`src/rtl/hex_display_scanner.sv`:
```
// Multiplexed common-anode 7-segment viewer for wide debug words.
// Shadows a DATA_W word, pages it DIGITS nibbles at a time, and scans the page with guard blanking.
module hex_display_scanner #(
    parameter int unsigned DATA_W      = 128,
    parameter int unsigned DIGITS      = 4,
    parameter int unsigned PAGE_W      = 4,
    parameter int unsigned REFRESH_DIV = 50000,
    parameter int unsigned GUARD       = 2,
    parameter int unsigned SCROLL_DIV  = 100000000
) (
    input  logic              clk,
    input  logic              rst_n,
    input  logic [DATA_W-1:0] data,
    input  logic              load,
    input  logic [PAGE_W-1:0] page,
    input  logic              auto_scroll,
    input  logic              blank,
    output logic [6:0]        seg,
    output logic [DIGITS-1:0] an,
    output logic              dp,
    output logic [PAGE_W-1:0] cur_page
);

    localparam int unsigned NUM_PAGES = DATA_W / (4 * DIGITS);
    localparam int unsigned CNT_W     = (REFRESH_DIV > 1) ? $clog2(REFRESH_DIV) : 1;
    localparam int unsigned IDX_W     = (DIGITS > 1) ? $clog2(DIGITS) : 1;
    localparam int unsigned SCR_W     = (SCROLL_DIV > 1) ? $clog2(SCROLL_DIV) : 1;

    logic [DATA_W-1:0] shadow_q, shadow_d;
    logic [CNT_W-1:0]  cnt_q, cnt_d;
    logic [IDX_W-1:0]  idx_q, idx_d;
    logic [SCR_W-1:0]  scr_q, scr_d;
    logic [PAGE_W-1:0] page_q, page_d;
    logic              auto_q, auto_d;
    logic [6:0]        seg_q, seg_d;
    logic [DIGITS-1:0] an_q, an_d;
    logic              dp_q, dp_d;

    logic              page_ok;
    logic              off;
    int unsigned       nib_sel;
    logic [DATA_W-1:0] shifted;
    logic [3:0]        nibble;

    function automatic logic [6:0] hex2seg(input logic [3:0] h);
        logic [6:0] s;
        case (h)
            4'h0:    s = 7'h40;
            4'h1:    s = 7'h79;
            4'h2:    s = 7'h24;
            4'h3:    s = 7'h30;
            4'h4:    s = 7'h19;
            4'h5:    s = 7'h12;
            4'h6:    s = 7'h02;
            4'h7:    s = 7'h78;
            4'h8:    s = 7'h00;
            4'h9:    s = 7'h10;
            4'hA:    s = 7'h08;
            4'hB:    s = 7'h03;
            4'hC:    s = 7'h46;
            4'hD:    s = 7'h21;
            4'hE:    s = 7'h06;
            default: s = 7'h0E;
        endcase
        return s;
    endfunction

    assign page_ok = (32'(page_q) < NUM_PAGES);

    // Refresh slot counter and digit index.
    always_comb begin
        cnt_d = cnt_q + 1'b1;
        idx_d = idx_q;
        if (cnt_q == CNT_W'(REFRESH_DIV - 1)) begin
            cnt_d = '0;
            idx_d = (idx_q == IDX_W'(DIGITS - 1)) ? '0 : idx_q + 1'b1;
        end
    end

    // Page selection: manual follows the input, auto advances on the scroll timer.
    always_comb begin
        scr_d  = scr_q;
        page_d = page_q;
        auto_d = auto_scroll;
        if (!auto_scroll) begin
            scr_d  = '0;
            page_d = page;
        end else if (!auto_q) begin
            scr_d  = '0;
            page_d = page_ok ? page_q : '0;
        end else if (scr_q == SCR_W'(SCROLL_DIV - 1)) begin
            scr_d  = '0;
            page_d = (page_q == PAGE_W'(NUM_PAGES - 1)) ? '0 : page_q + 1'b1;
        end else begin
            scr_d  = scr_q + 1'b1;
        end
    end

    assign shadow_d = load ? data : shadow_q;

    // Digit k of page p is nibble p*DIGITS + DIGITS-1-k counted from the MSB end.
    always_comb begin
        nib_sel = 32'(page_q) * DIGITS + (DIGITS - 1) - 32'(idx_q);
        shifted = shadow_q << (4 * nib_sel);
        nibble  = shifted[DATA_W-1 -: 4];
    end

    always_comb begin
        off   = blank || (32'(cnt_q) < GUARD) || !page_ok;
        an_d  = off ? '1 : ~(DIGITS'(1) << idx_q);
        seg_d = off ? 7'h7F : hex2seg(nibble);
        dp_d  = !(auto_scroll && !off && (idx_q == '0));
    end

    always_ff @(posedge clk or negedge rst_n) begin
        if (!rst_n) begin
            shadow_q <= '0;
            cnt_q    <= '0;
            idx_q    <= '0;
            scr_q    <= '0;
            page_q   <= '0;
            auto_q   <= 1'b0;
            seg_q    <= 7'h7F;
            an_q     <= '1;
            dp_q     <= 1'b1;
        end else begin
            shadow_q <= shadow_d;
            cnt_q    <= cnt_d;
            idx_q    <= idx_d;
            scr_q    <= scr_d;
            page_q   <= page_d;
            auto_q   <= auto_d;
            seg_q    <= seg_d;
            an_q     <= an_d;
            dp_q     <= dp_d;
        end
    end

    assign seg      = seg_q;
    assign an       = an_q;
    assign dp       = dp_q;
    assign cur_page = page_q;

endmodule
```
`config.mk`:
```
export PLATFORM = sky130hd
export DESIGN_NAME = hex_display_scanner
export DESIGN_NICKNAME = d
export VERILOG_FILES = /design/src/rtl/hex_display_scanner.sv
export SDC_FILE = /design/constraint.sdc
export NUM_CORES = 1
export LEC_CHECK = 0
export ABC_AREA = 0
export ABC_CLOCK_PERIOD_IN_PS = 4400
export CORE_ASPECT_RATIO = 1.25
export CORE_UTILIZATION = 36
export DETAILED_ROUTE_END_ITERATION = 10
export GPL_TIMING_DRIVEN = 0
export HOLD_SLACK_MARGIN = 0.06
export PLACE_DENSITY = 0.65
export REMOVE_ABC_BUFFERS = 1
export SLEW_MARGIN = 20
export SYNTH_ARGS = -nofsm -noshare
export SYNTH_HDL_FRONTEND = slang
export SYNTH_SLANG_ARGS = --single-unit
```
`constraint.sdc`:
```
create_clock -name clk -period 4.4 [get_ports clk]
set_clock_uncertainty 0.1 [all_clocks]
set_input_delay 0.44 -clock clk [delete_from_list [all_inputs] [get_ports clk]]
set_output_delay 0.44 -clock clk [all_outputs]
set_load 0.01 [all_outputs]
```
==> impl_metrics.py <==
metrics = {
    "run_status": {
        "status": "finished clean",
    },
    "cts": {
        "htree_levels": 4,
        "post_cts_buffers": 0,
        "cts_sinks": 190,
        "post_cts_resize_count": 0,
        "insertion_delay_ns": 0.42,
        "cts_buffers": 17,
        "cts_tree": "built",
        "root_buffer": "clkbuf_16",
        "clockBufferDepth": 2,
        "path_clk_slew_ns": 0.07,
    },
    "die": {
        "initial_core_util": 0.3681,
        "fp-row-count": 64,
        "core_um2": 24500,
        "die_x_um": 143.6,
        "ioPinCount": 153,
        "die-area_um2": 25690,
        "die_y_um": 179.0,
    },
    "finish": {
        "diodes": 0,
        "layout_commonest_cell": "dfrtp_1",
        "drive_gt1_frac": 0.2591,
        "area_growth_pct": 27.32,
        "mostFrequentLayoutCells": "176 x dfrtp_1, 150 x clkdlybuf4s50_1, 128 x mux2_2",
        "fillers": 2243,
        "nets": 965,
    },
    "sta": {
        "slew_headroom": 0.3282,
        "fin_setup_tns_ns": 0,
        "setup_viol": 0,
        "max_freq_mhz": 271.2,
        "fin_crit_ns": 3.687,
        "finalMaxSlewViolations": 0,
        "min_period_over_period": 0.8381,
        "finalHoldViolations": 0,
        "rsz0062_at_grt": "false",
        "tightest_slew_ns": 0.9995,
    },
    "drt": {
        "ant_nets": 0,
        "drc": 0,
        "wl_um": 19360,
        "first_iter_violations": 174,
        "vias": 5703,
        "drtPass1Iterations": 4,
        "wl_per_cell_um": 16.81,
        "vias_per_cell": 4.951,
    },
    "logic_synthesis": {
        "synth_warnings": 0,
        "synth-edff-count": 0,
        "synth.distinct_cells": 59,
        "ys_ff_latch": 190,
        "synth_async_sr_flop_share": 1.000,
        "syn_area_um2": 9019,
        "ys.flop_type": "dfrtp_1",
        "syn-mean-instance-area_um2": 13.54,
        "yosysTopAreaCell": "dfrtp_1",
        "yosysTopAreaCellShare": 0.4939,
        "netlist_instances": 666,
        "seq_area_frac_synth": 0.5289,
        "synth_area_leaders": "dfrtp_1 49%, mux2_2 16%, mux4_2 4.5%, mux4_1 4.1%, dfstp_2 3.5%",
    },
    "grt": {
        "grt_max_degree": 89,
        "grt_pass1_vias": 5896,
        "antenna_found_initial": 0,
        "grtUsageTotal": 0.1623,
        "grt_pass1_wl_um": 31440,
        "grt_overflow_total": 0,
    },
    "worst_setup_path": {
        "path_delay_family": "simple AND/OR/NAND/NOR gates",
        "start_kind": "flop",
        "critPathRequiredTime_ns": 4.61,
        "critPathBufInv": 2,
        "worst_path_largest_cell_delay_ns": 0.71,
        "path_class": "reg -> reg",
        "setup.worst_path.end_class": "flop",
        "slowest_stage": "dfrtp_1",
        "crit_fanout": 14,
        "path_cells": "inv_1 > ha_1 > or4b_1 > a21oi_1 > mux2i_2 > nor4_2 > inv_1 > ha_1 > mux2_1 > nand2_1 > o311ai_1",
        "arrival_ns": 3.90,
    },
    "pwr": {
        "cellLeakagePower_nw": 4.643,
        "power.density_nw_per_um2": 368.0,
        "p_total_mw": 4.226,
        "irDropWorstVdd_v": 0.0002566,
    },
    "placement": {
        "port_buffers": 152,
        "dp_hpwl_um": 13570,
        "gp_congestion": 0.8098,
    },
    "flow_run": {
        "drv_cap": 0,
    },
    "min_path": {
        "hold_class": "reg -> reg",
    },
}
## kinds of logic after synthesis
kind of cell,share of synthesized area
flip-flops,0.5289
multiplexers,0.2561
AND/OR/NAND/NOR,0.08643
AO/OA/AOI/OAI,0.03843
buffers and inverters,0.02830
XOR/XNOR,0.03690
adder cells (fa/ha/maj),0.02497
## per-layer routing
layer / up-vias / routed length, um / global-route usage
met1: 2892 / 8281 / 0.2025
met3: 12 / 1029 / 0.04941
met4: 0 / 243 / 0.04477
met2: 111 / 9809 / 0.2708
met5: - / 0 / 0
li1: 2688 / - / -
## report_power, final
part           internal (mW)  total [mW]  leakage [nW]  switching (mW)
logic                  0.416       0.729          2.07           0.313
clock network          0.856        1.51         0.282           0.656
registers               1.90        1.98          2.29          0.0849
total                   3.17        4.23          4.64            1.05
## Yosys cell counts (all sizes together) (2+ instances only)
library cell and instances:
clkbuf 23, nor2 50, nand2 38, and3 7, xor2 27, nand2b 2
dfstp 12, o221ai 2, a22oi 6, and4 3, mux2i 5, inv 14
o21bai 3, nand3 15, o21ai 5, mux4 32, or3 4, nand4 8
nor3 7, o211ai 4, or2 2, nor2b 3, dfrtp 178, and2 4
o2bb2ai 2, a21oi 12, xnor2 11, ha 18, nor4 8, buf 10
mux2 131, o22ai 6, a22o 4
## registers in the layout, summed over array words and instances, names as in the netlist
name	cells
an	4
cnt_q	16
seg	7
auto_q	1
shadow_q	128
dp	1
cur_page	4
scr_q	27
idx_q	2
## through the flow
step                area, um^2  std cells    util  hold slack [ns]  worst slack [ns]
detailed placement       10890       1120  0.4445           0.3178            0.7209
CTS                      11480       1152  0.4686           0.3600            0.6887
finish                   11480       1152  0.4686           0.3552            0.7126
global route             11480       1152  0.4686           0.3694            0.3960
floorplan                 8816        633       -          0.04441             1.016
global placement         10750       1115  0.4387           0.3404            -5.497
## repair_timing
action,in CTS,in global routing
hold buffers,1,0
endpoints found under the setup margin,0,0
endpoints found under the hold margin,61,0
## final timing paths
kind / cells past startpoint / start / slack [ns] / endpoint
hold reg to reg: 1 / scr_q[0] / 0.36 / scr_q[0]
setup / recovery: 11 / cur_page[1] / 0.71 / seg[6]
setup reg to reg: 11 / cur_page[1] / 0.71 / seg[6]
min in group asynchronous: 2 / rst_n / 0.45 / scr_q[15]
hold / removal: 1 / scr_q[0] / 0.36 / scr_q[0]
max in group asynchronous: 4 / rst_n / 2.67 / seg[3]
## area by class of cell
| cell class | instances | area, um^2 | share of cell area |
|---|---|---|---|
| multi-input cells | 429 | 4011 | 0.3494 |
| well taps | 330 | 412.9 | 0.03596 |
| clock inverters | 8 | 81.33 | 0.007083 |
| repair buffers | 158 | 1652 | 0.1438 |
| clock buffers | 23 | 498.0 | 0.04337 |
| inverters | 14 | 52.55 | 0.004577 |
| flip-flops and latches | 190 | 4775 | 0.4158 |
(Power assumes the default switching activity.)
